File: src/rtl/pipeline_pkg.sv
// Shared decode constants, latency table and instruction field decoder for the decode/hazard stage.
// HAZARD_MULDIV_EN: when defined, mul (SPECIAL2/funct 0x02) carries a two-cycle result latency.
package pipeline_pkg;

  localparam int REG_W = 5;
  localparam int N_W   = 2;
  localparam int CNT_W = 2;

  localparam logic [5:0] OP_SPECIAL  = 6'h00;
  localparam logic [5:0] OP_JAL      = 6'h03;
  localparam logic [5:0] OP_BEQ      = 6'h04;
  localparam logic [5:0] OP_BNE      = 6'h05;
  localparam logic [5:0] OP_IMM_LO   = 6'h08;
  localparam logic [5:0] OP_IMM_HI   = 6'h0F;
  localparam logic [5:0] OP_SPECIAL2 = 6'h1C;
  localparam logic [5:0] OP_LOAD_LO  = 6'h20;
  localparam logic [5:0] OP_LOAD_HI  = 6'h25;
  localparam logic [5:0] OP_STORE_LO = 6'h28;
  localparam logic [5:0] OP_MEM_HI   = 6'h2B;

  localparam logic [5:0] FN_SLL = 6'h00;
  localparam logic [5:0] FN_SRL = 6'h02;
  localparam logic [5:0] FN_SRA = 6'h03;
  localparam logic [5:0] FN_MUL = 6'h02;

  localparam logic [CNT_W-1:0] LAT_NONE = 2'd0;
  localparam logic [CNT_W-1:0] LAT_LOAD = 2'd1;
`ifdef HAZARD_MULDIV_EN
  localparam logic [CNT_W-1:0] LAT_MUL  = 2'd2;
`else
  localparam logic [CNT_W-1:0] LAT_MUL  = 2'd0;
`endif

  typedef struct packed {
    logic             rs_used;
    logic             rt_used;
    logic             dest_valid;
    logic [REG_W-1:0] rs;
    logic [REG_W-1:0] rt;
    logic [REG_W-1:0] dest;
    logic [CNT_W-1:0] lat;
  } dec_t;

  function automatic dec_t decode_inst(input logic [31:0] inst);
    dec_t       d;
    logic [5:0] op;
    logic [5:0] fn;
    logic       is_load;
    op      = inst[31:26];
    fn      = inst[5:0];
    is_load = (op >= OP_LOAD_LO) && (op <= OP_LOAD_HI);
    d       = '0;
    d.rs    = inst[25:21];
    d.rt    = inst[20:16];
    // shift-by-immediate forms leave the rs field unused
    d.rs_used = ((op == OP_SPECIAL) && !((fn == FN_SLL) || (fn == FN_SRL) || (fn == FN_SRA)))
             || ((op >= OP_BEQ) && (op <= OP_IMM_HI))
             || (op == OP_SPECIAL2)
             || ((op >= OP_LOAD_LO) && (op <= OP_MEM_HI));
    d.rt_used = (op == OP_SPECIAL) || (op == OP_BEQ) || (op == OP_BNE)
             || (op == OP_SPECIAL2)
             || ((op >= OP_STORE_LO) && (op <= OP_MEM_HI));
    if ((op == OP_SPECIAL) || (op == OP_SPECIAL2)) begin
      d.dest       = inst[15:11];
      d.dest_valid = 1'b1;
    end else if (((op >= OP_IMM_LO) && (op <= OP_IMM_HI)) || is_load) begin
      d.dest       = inst[20:16];
      d.dest_valid = 1'b1;
    end else if (op == OP_JAL) begin
      d.dest       = 5'd31;
      d.dest_valid = 1'b1;
    end
    if (is_load) begin
      d.lat = LAT_LOAD;
    end else if ((op == OP_SPECIAL2) && (fn == FN_MUL)) begin
      d.lat = LAT_MUL;
    end else begin
      d.lat = LAT_NONE;
    end
    return d;
  endfunction

endpackage

File: src/rtl/hazard_scoreboard.sv
// Per-register result-pending counters: two read ports, one set port, all nonzero counts decrement each cycle.
// Register 0 is hardwired to zero so it never reports a hazard.
module hazard_scoreboard import pipeline_pkg::*; (
  input  logic             clk,
  input  logic             rst,
  input  logic [REG_W-1:0] raddr_a,
  input  logic [REG_W-1:0] raddr_b,
  output logic [CNT_W-1:0] rdata_a,
  output logic [CNT_W-1:0] rdata_b,
  input  logic             set_en,
  input  logic [REG_W-1:0] set_addr,
  input  logic [CNT_W-1:0] set_val
);

  logic [CNT_W-1:0] cnt [32];

  always_ff @(posedge clk) begin
    cnt[0] <= '0;
    if (rst) begin
      for (int i = 1; i < 32; i++) begin
        cnt[i] <= '0;
      end
    end else begin
      // a new producer overrides the countdown of the previous one
      for (int i = 1; i < 32; i++) begin
        if (set_en && (set_addr == REG_W'(i))) begin
          cnt[i] <= set_val;
        end else if (cnt[i] != '0) begin
          cnt[i] <= cnt[i] - 1'b1;
        end
      end
    end
  end

  always_comb begin
    rdata_a = (raddr_a == '0) ? '0 : cnt[raddr_a];
    rdata_b = (raddr_b == '0) ? '0 : cnt[raddr_b];
  end

endmodule

File: src/rtl/pipeline_decode_hazard.sv
// Decode stage with scoreboard-based load/mul-use hazard detection and fetch stall requests.
// HAZARD_MULDIV_EN (see pipeline_pkg) enables the two-cycle mul latency.
module pipeline_decode_hazard import pipeline_pkg::*; #(
  parameter int DATA_W = 32
) (
  input  logic              clk,
  input  logic              rst,
  input  logic [31:0]       inst_in,
  input  logic [DATA_W-1:0] pc_in,
  input  logic              flush,
  output logic [N_W-1:0]    stall_request,
  output logic [31:0]       inst_out,
  output logic [DATA_W-1:0] pc_out,
  output logic              issue_valid
);

  logic [31:0]       dinst;
  logic [DATA_W-1:0] dpc;
  logic [N_W-1:0]    stall_cnt;
  logic [N_W-1:0]    need;
  logic [CNT_W-1:0]  cnt_rs;
  logic [CNT_W-1:0]  cnt_rt;
  logic [CNT_W-1:0]  wait_rs;
  logic [CNT_W-1:0]  wait_rt;
  logic              req;
  logic              issue;
  logic              set_en;
  dec_t              dec;

  hazard_scoreboard u_sb (
    .clk      (clk),
    .rst      (rst),
    .raddr_a  (dec.rs),
    .raddr_b  (dec.rt),
    .rdata_a  (cnt_rs),
    .rdata_b  (cnt_rt),
    .set_en   (set_en),
    .set_addr (dec.dest),
    .set_val  (dec.lat)
  );

  // hazard evaluation looks only at the decode register, never at inst_in
  always_comb begin
    dec     = decode_inst(dinst);
    wait_rs = dec.rs_used ? cnt_rs : '0;
    wait_rt = dec.rt_used ? cnt_rt : '0;
    need    = N_W'((wait_rs > wait_rt) ? wait_rs : wait_rt);
    req     = !rst && !flush && (stall_cnt == '0) && (need != '0);
    issue   = !rst && !flush && (stall_cnt == '0) && (need == '0) && (dinst != '0);
    set_en  = issue && dec.dest_valid && (dec.lat != LAT_NONE);
  end

  always_comb begin
    stall_request = req ? need : '0;
    inst_out      = issue ? dinst : '0;
    issue_valid   = issue;
    pc_out        = rst ? '0 : dpc;
  end

  // decode register stage: flush beats request, request and countdown hold the instruction
  always_ff @(posedge clk) begin
    if (rst) begin
      dinst     <= '0;
      dpc       <= '0;
      stall_cnt <= '0;
    end else if (flush) begin
      dinst     <= '0;
      stall_cnt <= '0;
    end else if (req) begin
      stall_cnt <= need - 1'b1;
    end else if (stall_cnt != '0) begin
      stall_cnt <= stall_cnt - 1'b1;
    end else begin
      dinst <= inst_in;
      dpc   <= pc_in;
    end
  end

endmodule
File: config.mk
export PLATFORM = sky130hd
export DESIGN_NAME = pipeline_decode_hazard
export DESIGN_NICKNAME = d
export VERILOG_FILES = /design/src/rtl/pipeline_pkg.sv /design/src/rtl/hazard_scoreboard.sv /design/src/rtl/pipeline_decode_hazard.sv
export SDC_FILE = /design/constraint.sdc
export NUM_CORES = 1
export LEC_CHECK = 0
export ABC_AREA = 1
export BUFFER_PORTS_ARGS = -buffer_cell sky130_fd_sc_hd__buf_2
export CAP_MARGIN = 40
export CORE_MARGIN = 2
export CORE_UTILIZATION = 50
export CTS_CLUSTER_DIAMETER = 120
export CTS_CLUSTER_SIZE = 40
export DETAILED_ROUTE_END_ITERATION = 7
export PLACE_DENSITY = 0.71
export SYNTH_ARGS = -nofsm -noshare
export SYNTH_HDL_FRONTEND = slang
export SYNTH_HIERARCHICAL = 1
export SYNTH_SLANG_ARGS = --single-unit
File: constraint.sdc
create_clock -name clk -period 3.95 [get_ports clk]
set_clock_uncertainty 0.1 [all_clocks]
set_input_delay 0.5925 -clock clk [delete_from_list [all_inputs] [get_ports clk]]
set_output_delay 0.5925 -clock clk [all_outputs]
set_load 0.01 [all_outputs]
==> summary.txt, run 1 <==
Status
  • Status: finished clean

Timing
  • Final slew viol count: 0
  • Final hold vios: 0
  • Setup violations, final: 0
  • Setup TNS: 0 ps
  • Worst slew pin tran: between 500 and 600 ps
  • Worst hold slack: 310 ps
  • Crit path time final: 3760 ps
  • Fin crit share: between 90% and 100%
  • Unrepaired setup endpoints after global routing: false
  • Fmax: 266 MHz
  • Final Worst Setup Slack: between 150 and 200 ps
  • Rel. slew slack: 60.5%

Placement
  • Dpl ws: approximately 270 ps
  • Routability cong.: 0.992
  • DP Cell Count: 1714
  • Number of I/O port buffers: 133
  • Post-detail-place hpwl: 18800 µm
  • DP Area: between 0.01 and 0.015 mm²

Detailed routing
  • Vias after detailed routing: 9251
  • Post-Route WL: 25600 µm
  • DRT Pass-1 Iters: 6
  • DR iter-0 viols: a little under 900
  • DRC Markers: 0
  • Drt wl/cell: 14.7 µm
  • Detail Route Antenna Nets: 0
  • Vias/cell: 5.29

Finish
  • Inserted Diodes: 0
  • Fin nets: 1607
  • Final instance area: ~0.011 mm²
  • Util after Layout: between 50% and 60%
  • Share of cells above drive strength 1: 19.0%
  • Final instance count without filler cells: about 1700
  • Area delta synth->final: 15.9%

Worst setup path
  • RR Startpoint: dinst[16]$_SDFFE_PP0P_
  • Crit Path Max Fanout: 33
  • Crit path DAT: about 3100 ps
  • CP Class: reg2out
  • Reg2reg setup slack: ~290 ps
  • Worst Setup EP: inst_out[2]
  • CP Launch Point: dinst[16]$_SDFFE_PP0P_
  • RR Endpoint: u_sb/cnt[29][0]$_SDFFCE_PP0P_
  • Register-to-Register Path Depth: 26
  • Critical Path Start Type: flop
  • CP required: 3260 ps
  • Critical Path End Type: primary output

Die
  • Die area: 0.0195 mm²
  • Die width: 140 µm
  • IO Count: ~130
  • Initial core utilization: 51.0%
  • Chip Height: 140 µm
  • Core area: approximately 0.018 mm²
  • FP Rows: 49

Pwr
  • Pwr Total: 7.07 mW
  • Maximum VDD drop: 436 µV
  • Pleak: 5.80 nW
  • Cell Pwr Density: 663 mW/mm²

Global routing
  • Largest net degree at the start of global routing: 37
  • Total Routing Usage GR: 26.4%
  • First-pass GRT wire length: about 42000 µm
  • Initial antenna violation count: 0
  • Vias in the first global route: 8514
  • Gr ovfl total: 0

Synthesis
  • Synth warn: 6
  • Post-synth top area share: 20.2%
  • Synth Flop Type: dfxtp_1
  • Top cells by area, synth: edfxtp_1 20%, nand2_1 16%, dfxtp_1 14%
  • Sequential-to-total area share from yosys stat: 34.6%
  • Post-synth EDFFs: just over 60
  • Synth area leader: edfxtp_1
  • Syn Nets: 1486
  • Mean area per synthesized cell: roughly 6.6 µm²
  • Post-Synthesis Cells: between 1000 and 1500
  • Post-synth ARST share: 0%
  • Unique cell type count in the Yosys netlist: 36
  • Synthesized flop and latch total: around 130
  • Netlist Area Pre-Place: 0.00920 mm²

CTS
  • CTS tree: built
  • Number of H-tree levels: 4
  • Sink Count: about 130
  • CTS Buffer Depth: 2
  • Hold_buf cts: 0
  • Total CTS buffers: 17
  • Reg clk slew, reported paths: 60 ps
  • Clock root cell: clkbuf_16
  • Clk_lat worst skew: 420 ps

Run
  • Max-Cap Viols: 0

Min path
  • Worst min-delay path class: in2reg
  • Hold path start: inst_in[7]
==> worst max-delay path, stage by stage, from the launching register on <==
cell,delay [ps]
dfxtp_2,370
inv_2,70
nor2_1,320
nand2_1,90
nand2_1,80
nand2_1,50
nand2_1,70
inv_1,40
nand2_1,60
nand2_1,60
nand2_1,70
nand2_1,70
ha_1,300
nor2_1,50
o21ai_2,160
inv_2,60
nand3_4,90
nand2_4,60
inv_4,50
nand2_2,70
buf_12,170
nor2_1,130
buf_2,150
==> sequential cells by signal, summed over array words and instances, names as in the netlist <==
name	flops
stall_cnt	2
dinst	32
dpc	32
u_sb/cnt	62
==> what timing repair did <==
action	4_1_cts	5_1_grt
resized for setup	3	18
setup endpoints to repair	21	72
hold endpoints to repair	0	0
setup buffers	0	1
cloned	0	1
==> kinds of logic after synthesis <==
family,after synthesis,synth area share [%]
buffers and inverters,326,14.8
AOI/OAI and AO/OA,132,7.78
adders and majority gates,34,4.62
and+or+nand+nor,764,38.2
other,1,0.0408
DFF,128,34.6
==> per-layer routing <==
layer	up-vias	track usage, %	part of all wire [%]
met5	-	0	0
met3	47	4.82	8.5
met1	4179	36.0	43
met2	391	43.1	46
met4	0	7.89	1.9
li1	4634	-	-
==> worst min-delay path by stage <==
stage                                  end  slack (ps)  cells after the start
floorplan           dinst[10]$_SDFFE_PP0P_         340                      2
global placement    dinst[10]$_SDFFE_PP0P_         350                      2
detailed placement  dinst[10]$_SDFFE_PP0P_         350                      2
CTS                 dinst[24]$_SDFFE_PP0P_         300                      3
global route         dinst[0]$_SDFFE_PP0P_         310                      3
finish               dinst[7]$_SDFFE_PP0P_         310                      3
==> cell usage after synthesis, drive strengths merged, types with 18 or more instances <==
master and number:
clkbuf 18, nand4 34, a21oi 66, buf 48, nand3 177, nand2 434
edfxtp 62, o21ai 42, dfxtp 66, ha 34, nor2 101, inv 260
==> power breakdown <==
part	internal, mW	switching (mW)	total, mW
logic	1.14	2.16	3.30
clock network	0.835	0.642	1.48
registers	1.98	0.319	2.30
==> placed cells by master, fill, tap and decap left out, drive strengths merged <==
master / instances
edfxtp: 62
a31oi: 1
buf: 167
nand3: 177
clkinv: 4
o22ai: 3
nand4: 34
ha: 34
clkinvlp: 3
nand2: 434
nor4: 5
or2: 1
a21oi: 66
inv: 266
dfxtp: 66
clkbuf: 20
o211ai: 14
a211oi: 1
o21ai: 42
nand3b: 5
conb: 1
nor3: 7
a22oi: 5
nor2: 101
==> final cells by class <==
class / instances / area, µm²
fill: 1745 / 7360
clock buffer: 20 / 447
timing repair inverter: 1 / 5.00
clock inverter: 12 / 98.8
timing repair buffer: 167 / 977
inverter: 260 / 986
multi-input combinational: 931 / 4680
tap: 229 / 287
sequential: 128 / 3190
Note: power is estimated with default switching activity, not from simulation.
==> run 2: changes to the inputs <==
--- a/config.mk
+++ b/config.mk
@@ -9,11 +9,11 @@
 export BUFFER_PORTS_ARGS = -buffer_cell sky130_fd_sc_hd__buf_2
 export CAP_MARGIN = 40
 export CORE_MARGIN = 2
-export CORE_UTILIZATION = 50
+export CORE_UTILIZATION = 45
 export CTS_CLUSTER_DIAMETER = 120
 export CTS_CLUSTER_SIZE = 40
 export DETAILED_ROUTE_END_ITERATION = 7
-export PLACE_DENSITY = 0.71
+export PLACE_DENSITY = 0.65
 export SYNTH_ARGS = -nofsm -noshare
 export SYNTH_HDL_FRONTEND = slang
 export SYNTH_HIERARCHICAL = 1
==> run 2 against run 1 <==
Hold slack worse by 19 ps. Sequential share of layout area shrank 0.46 points. Critical path depth unchanged. Routed wire length up 3.7%. Clock power grew 11%. Largest power group unchanged. Highest routed layer is now met5. Largest cell class unchanged. Die area grew 11%.
==> summary.txt, run 2 (synthesis results as in run 1) <==
Die
  • Chip Height: 147 µm (was 140 µm)
  • Die width: 147 µm (was 140 µm)
  • Die area: 0.0216 mm² (was 0.0195 mm²)
  • Initial core utilization: 45.6% (was 51.0%)
  • FP Rows: 52 (was 49)
  • Core area: 0.0202 mm² (was 0.0180 mm²)
  • IO Count: 134 (unchanged)

Finish
  • Footprint of the multi-input gates: 0.00470 mm² (was 0.00468 mm²)
  • Inserted Diodes: 0 (unchanged)
  • Fin nets: 1607 (unchanged)
  • Share of cells above drive strength 1: 19.4% (was 19.0%)
  • FF+latch area: 0.00319 mm² (about the same)
  • Max reg flops: 62 (unchanged)
  • Filler cells: 2031 (was 1745)
  • Most common cell after layout, fill and taps aside: nand2_1 (unchanged)
  • Biggest register: u_sb/cnt (unchanged)
  • Area delta synth->final: 17.9% (was 15.9%)
  • Commonest non-fill, non-tap cells in the layout: 397 x nand2_1, 248 x inv_1, 151 x nand3_1 (was 398 x nand2_1, 248 x inv_1, 151 x nand3_1)
  • Largest regs: u_sb/cnt: 62 flops, dinst: 32 flops, dpc: 32 flops (unchanged)

CTS
  • Number of H-tree levels: 4 (unchanged)
  • Clock root cell: clkbuf_16 (unchanged)
  • CTS tree: built (unchanged)
  • Total CTS buffers: 17 (unchanged)
  • Sink Count: 128 (unchanged)
  • Clk_lat worst skew: 440 ps (was 420 ps)
  • CTS Buffer Depth: 2 (unchanged)
  • Hold_buf cts: 0 (unchanged)
  • Reg clk slew, reported paths: 70 ps (was 60 ps)

Worst setup path
  • CP Class: reg2out (unchanged)
  • Crit path DAT: 3060 ps (about the same)
  • Critical Path End Type: primary output (unchanged)
  • Register-to-Register Path Depth: 26 (unchanged)
  • RR Startpoint: dinst[16]$_SDFFE_PP0P_ (unchanged)
  • Critical Path Start Type: flop (unchanged)
  • Reg2reg setup slack: 340 ps (was 290 ps)
  • RR Endpoint: u_sb/cnt[22][0]$_SDFFCE_PP0P_ (was u_sb/cnt[29][0]$_SDFFCE_PP0P_)
  • CP required: 3260 ps (about the same)
  • Crit Path Max Fanout: 33 (unchanged)

Global routing
  • Initial antenna violation count: 1 (was 0)
  • Gr ovfl total: 0 (unchanged)
  • Total Routing Usage GR: 24.5% (was 26.4%)
  • First-pass GRT wire length: 42700 µm (was 42000 µm)
  • Largest net degree at the start of global routing: 52 (was 37)
  • Vias in the first global route: 8471 (was 8514)

Detailed routing
  • Post-Route WL: 26600 µm (was 25600 µm)
  • Vias/cell: 5.21 (was 5.29)
  • DR iter-0 viols: 809 (was 893)
  • Detail Route Antenna Nets: 0 (unchanged)
  • Vias after detailed routing: 9322 (was 9251)
  • DRC Markers: 0 (unchanged)
  • DRT Pass-1 Iters: 5 (was 6)
  • Drt wl/cell: 14.9 µm (was 14.7 µm)

Timing
  • Final slew viol count: 0 (unchanged)
  • Fmax: 266 MHz (about the same)
  • Setup violations, final: 0 (unchanged)
  • Worst slew pin tran: 830 ps (was 592 ps)
  • Rel. slew slack: 44.6% (was 60.5%)
  • Worst hold slack: 291 ps (was 310 ps)
  • Final hold vios: 0 (unchanged)
  • Crit path time final: 3750 ps (was 3760 ps)
  • Fin crit share: 95.0% (was 95.1%)
  • Setup TNS: 0 ps (unchanged)
  • Unrepaired setup endpoints after global routing: false (unchanged)

Pwr
  • Cell Pwr Density: 676 mW/mm² (was 663 mW/mm²)
  • Pleak: 5.86 nW (was 5.80 nW)
  • Maximum VDD drop: 407 µV (was 436 µV)
  • Pwr Total: 7.33 mW (was 7.07 mW)

Placement
  • Post-detail-place hpwl: 19300 µm (was 18800 µm)
  • Number of I/O port buffers: 133 (unchanged)
  • Routability cong.: 0.968 (was 0.992)

Min path
  • Hold path start: inst_in[25] (was inst_in[7])
  • Worst min-delay path class: in2reg (unchanged)
  • Hold EP: dinst[25]$_SDFFE_PP0P_ (was dinst[7]$_SDFFE_PP0P_)
  • Hold path depth: 3 (unchanged)

Run
  • Max-Cap Viols: 0 (unchanged)

Status
  • Status: finished clean (unchanged)
[run 2: timing repair]
action                                  4_1_cts  5_1_grt
buffers inserted                              2        0
gates resized for setup                       3       30
endpoints found under the setup margin       34      104
gates cloned                                  0        3
pin swaps                                     0        1
[run 2: power breakdown]
group | switching [mW] | internal [mW]
Combinational | 2.20 | 1.18
Sequential | 0.335 | 1.98
Clock | 0.725 | 0.914
[run 2: how the worst max path moves through the flow]
stage | startpoint | end | slack, ps | cells after the start
2_1_floorplan | dinst[17]$_SDFFE_PP0P_ | u_sb/cnt[11][0]$_SDFFCE_PN0P_ | 470 | 29
3_3_place_gp | dinst[16]$_SDFFE_PP0P_ | u_sb/cnt[4][0]$_SDFFCE_PN0P_ | 340 | 28
3_5_place_dp | dinst[16]$_SDFFE_PP0P_ | u_sb/cnt[22][0]$_SDFFCE_PP0P_ | 270 | 26
4_1_cts | dinst[17]$_SDFFE_PP0P_ | inst_out[1] | 20 | 20
5_1_grt | dinst[16]$_SDFFE_PP0P_ | inst_out[11] | 3 | 24
6_report | dinst[16]$_SDFFE_PP0P_ | inst_out[1] | 200 | 22
[run 2: metrics by stage]
| step | setup WS, ps | std cells | area [µm²] | utilization, % |
|---|---|---|---|---|
| finish | 197 | 1789 | 10900 | 53.8 |
| global route | 3.30 | 1789 | 10900 | 53.8 |
| CTS | 24.6 | 1786 | 10700 | 53.0 |
| detailed placement | 266 | 1752 | 10100 | 49.9 |
| global placement | 336 | 1752 | 10100 | 49.9 |
| floorplan | 474 | 1385 | 9200 | - |
[run 2: critical path: stages, from the launching register on]
cell and delay (ps):
dfxtp_4 390, inv_8 100, buf_12 140, nand2_1 50, nand2_1 50, nand2_1 60, nand3_1 90, nand3_1 110
nand2_1 110, nand2_1 60, nand2_1 90, nand2_2 80, ha_4 280, nor2_1 40, o21ai_2 170, inv_2 60
nand3_4 90, nand2_4 60, inv_4 50, nand2_2 70, buf_12 180, nor2_2 120, buf_2 150
[run 2: cell type report]
class / instances / area share, %
well taps: 270 / 3.11
multi-input cells: 931 / 43.3
clock buffers: 17 / 3.92
clock inverters: 15 / 1.67
flip-flops and latches: 128 / 29.4
repair buffers: 167 / 9.33
inverters: 260 / 9.18
repair inverters: 1 / 0.0692
[run 2: routing by layer]
metal  routed length (µm)  part of all wire [%]  global-route usage [%]
met5                   16                 0.060                       0
met4                  603                   2.3                    8.13
met3                 2010                   7.6                    4.35
met2                12000                    45                    38.8
met1                12000                    45                    34.0
==> run 3: changes to the inputs <==
--- a/config.mk
+++ b/config.mk
@@ -8,7 +8,7 @@
 export ABC_AREA = 1
 export BUFFER_PORTS_ARGS = -buffer_cell sky130_fd_sc_hd__buf_2
 export CAP_MARGIN = 40
-export CORE_MARGIN = 2
+export CORE_MARGIN = 8
 export CORE_UTILIZATION = 45
 export CTS_CLUSTER_DIAMETER = 120
 export CTS_CLUSTER_SIZE = 40
==> run 3 against run 2 <==
Sequential cell count is the same. Hold slack improved by 8.2 ps. Setup slack better by 37 ps. Global-route usage shrank 3.2 points. Combinational power fell by 1%. Utilization decreased by 0.73 points. Design area fell by 1.4%. Power down 2.4%. Die area grew 17%. Sequential share of layout area increased by 0.34 points. Critical path depth shrank 2. Count of clock-buffer cells in the layout increased by 2. Largest cell class unchanged.
==> summary.txt, run 3 (synthesis results as in run 1) <==
CTS
  • CTS Buffer Depth: 2 (unchanged)
  • Reg clk slew, reported paths: 70 ps (about the same)
  • Clock root cell: clkbuf_16 (unchanged)
  • Hold_buf cts: 0 (unchanged)
  • Total CTS buffers: 17 (unchanged)
  • Clk_lat worst skew: 430 ps (was 440 ps)
  • Number of H-tree levels: 4 (unchanged)
  • CTS tree: built (unchanged)
  • Sink Count: 128 (unchanged)

Placement
  • Number of I/O port buffers: 133 (unchanged)
  • DP Area: 0.0101 mm² (about the same)
  • Post-detail-place hpwl: 20100 µm (was 19300 µm)
  • Routability cong.: 0.941 (was 0.968)

Detailed routing
  • Post-Route WL: 27300 µm (was 26600 µm)
  • Vias/cell: 5.19 (was 5.21)
  • DRT Pass-1 Iters: 6 (was 5)
  • Detail Route Antenna Nets: 0 (unchanged)
  • DRC Markers: 0 (unchanged)
  • DR iter-0 viols: 762 (was 809)
  • Drt wl/cell: 15.2 µm (was 14.9 µm)
  • Vias after detailed routing: 9271 (was 9322)

Timing
  • Setup TNS: 0 ps (unchanged)
  • Final hold vios: 0 (unchanged)
  • Rel. slew slack: 48.7% (was 44.6%)
  • Fmax: 269 MHz (was 266 MHz)
  • Unrepaired setup endpoints after global routing: true (was false)
  • Final slew viol count: 0 (unchanged)
  • Setup violations, final: 0 (unchanged)
  • Fin crit share: 94.1% (was 95.0%)
  • Worst slew pin tran: 768 ps (was 830 ps)
  • Crit path time final: 3720 ps (was 3750 ps)
  • Worst hold slack: 300 ps (was 291 ps)

Worst setup path
  • Crit path DAT: 3020 ps (was 3060 ps)
  • Reg2reg setup slack: 380 ps (was 340 ps)
  • Critical Path Start Type: flop (unchanged)
  • Crit Path Max Fanout: 33 (unchanged)
  • Critical Path End Type: primary output (unchanged)
  • CP Class: reg2out (unchanged)
  • CP required: 3260 ps (about the same)

Min path
  • Worst min-delay path class: in2reg (unchanged)

Finish
  • Final instance area: 0.0107 mm² (was 0.0109 mm²)
  • Largest regs: u_sb/cnt: 62 flops, dinst: 32 flops, dpc: 32 flops (unchanged)
  • Share of cells above drive strength 1: 18.7% (was 19.4%)
  • Commonest non-fill, non-tap cells in the layout: 398 x nand2_1, 248 x inv_1, 151 x nand3_1 (was 397 x nand2_1, 248 x inv_1, 151 x nand3_1)
  • Most common cell after layout, fill and taps aside: nand2_1 (unchanged)
  • Fin nets: 1605 (was 1607)
  • Inserted Diodes: 0 (unchanged)
  • Area delta synth->final: 16.3% (was 17.9%)
  • Biggest register: u_sb/cnt (unchanged)
  • Max reg flops: 62 (unchanged)

Pwr
  • Pleak: 5.80 nW (was 5.86 nW)
  • Maximum VDD drop: 368 µV (was 407 µV)
  • Cell Pwr Density: 668 mW/mm² (was 676 mW/mm²)

Die
  • Chip Height: 159 µm (was 147 µm)
  • IO Count: 134 (unchanged)
  • Die width: 159 µm (was 147 µm)
  • Initial core utilization: 45.6% (unchanged)
  • FP Rows: 52 (unchanged)
  • Die area: 0.0253 mm² (was 0.0216 mm²)
  • Core area: 0.0202 mm² (unchanged)

Status
  • Status: finished clean (unchanged)

Global routing
  • Total Routing Usage GR: 21.3% (was 24.5%)
  • First-pass GRT wire length: 44500 µm (was 42700 µm)
  • Vias in the first global route: 8821 (was 8471)
  • Largest net degree at the start of global routing: 44 (was 52)
  • Gr ovfl total: 0 (unchanged)
  • Initial antenna violation count: 0 (was 1)

Run
  • Max-Cap Viols: 0 (unchanged)
==> run 3: cell types whose count changed in the layout (fill, tap and decap cells not counted), sizes merged <==
| cell | before | now |
|---|---|---|
| clkinvlp | 4 | 2 |
| buf | 165 | 166 |
| bufinv | 1 | 0 |
==> run 3: routing by layer <==
| layer | GRT usage (%) | routed length, µm |
|---|---|---|
| met5 | 0 | 0 |
| met4 | 7.29 | 597 |
| met1 | 28.3 | 12600 |
| met2 | 33.6 | 12100 |
| met3 | 4.60 | 1950 |
==> run 3: worst max-delay path: stages, from the launching register on <==
cell	delay (ps)
dfxtp_1	380
inv_2	60
nor2_2	270
buf_4	200
nand2_1	50
nand3_1	90
nand3_1	90
nand3_1	70
nand2_1	50
nand2_1	80
inv_1	50
ha_1	220
o21ai_2	190
inv_2	60
nand3_4	90
nand2_4	60
inv_4	50
nand2_2	70
buf_12	170
nor2_1	120
buf_2	150
==> run 3: final timing paths <==
kind	from	depth (start not counted)	endpoint
hold reg to reg	dinst[10]$_SDFFE_PP0P_	2	dinst[10]$_SDFFE_PP0P_
setup / recovery	dinst[21]$_SDFFE_PP0P_	20	inst_out[10]
hold / removal	inst_in[6]	3	dinst[6]$_SDFFE_PP0P_
setup reg to reg	dinst[21]$_SDFFE_PP0P_	24	u_sb/cnt[20][0]$_SDFFCE_PP0P_
==> run 3: stage by stage <==
step | total power [mW] | util, % | worst slack [ps] | instances
after detailed placement | 5.54 | 49.8 | 260 | 1752
after floorplan | 4.70 | - | 474 | 1385
after CTS | 7.10 | 52.7 | 4.17 | 1784
after global placement | 5.50 | 49.8 | 392 | 1752
after global routing | 7.73 | 53.1 | -16.8 | 1787
final | 7.15 | 53.1 | 234 | 1787
==> run 3: cell type report <==
type                       count  area, µm²
clock inverter                13        109
sequential                   128       3190
multi-input combinational    931       4670
fill                        2081       9470
clock buffer                  19        454
timing repair buffer         166        961
inverter                     260        986
tap                          270        338
==> run 3: power by group <==
part / internal [mW] / leakage (nW) / switching [mW]
clock network: 0.862 / 0.283 / 0.663
logic: 1.14 / 4.30 / 2.20
registers: 1.98 / 1.22 / 0.312
total: 3.98 / 5.80 / 3.17
==> run 3: repair_timing <==
item,CTS,global route
gates resized for setup,1,14
setup endpoints to repair,33,76
hold endpoints to repair,0,0
buffers inserted,0,3
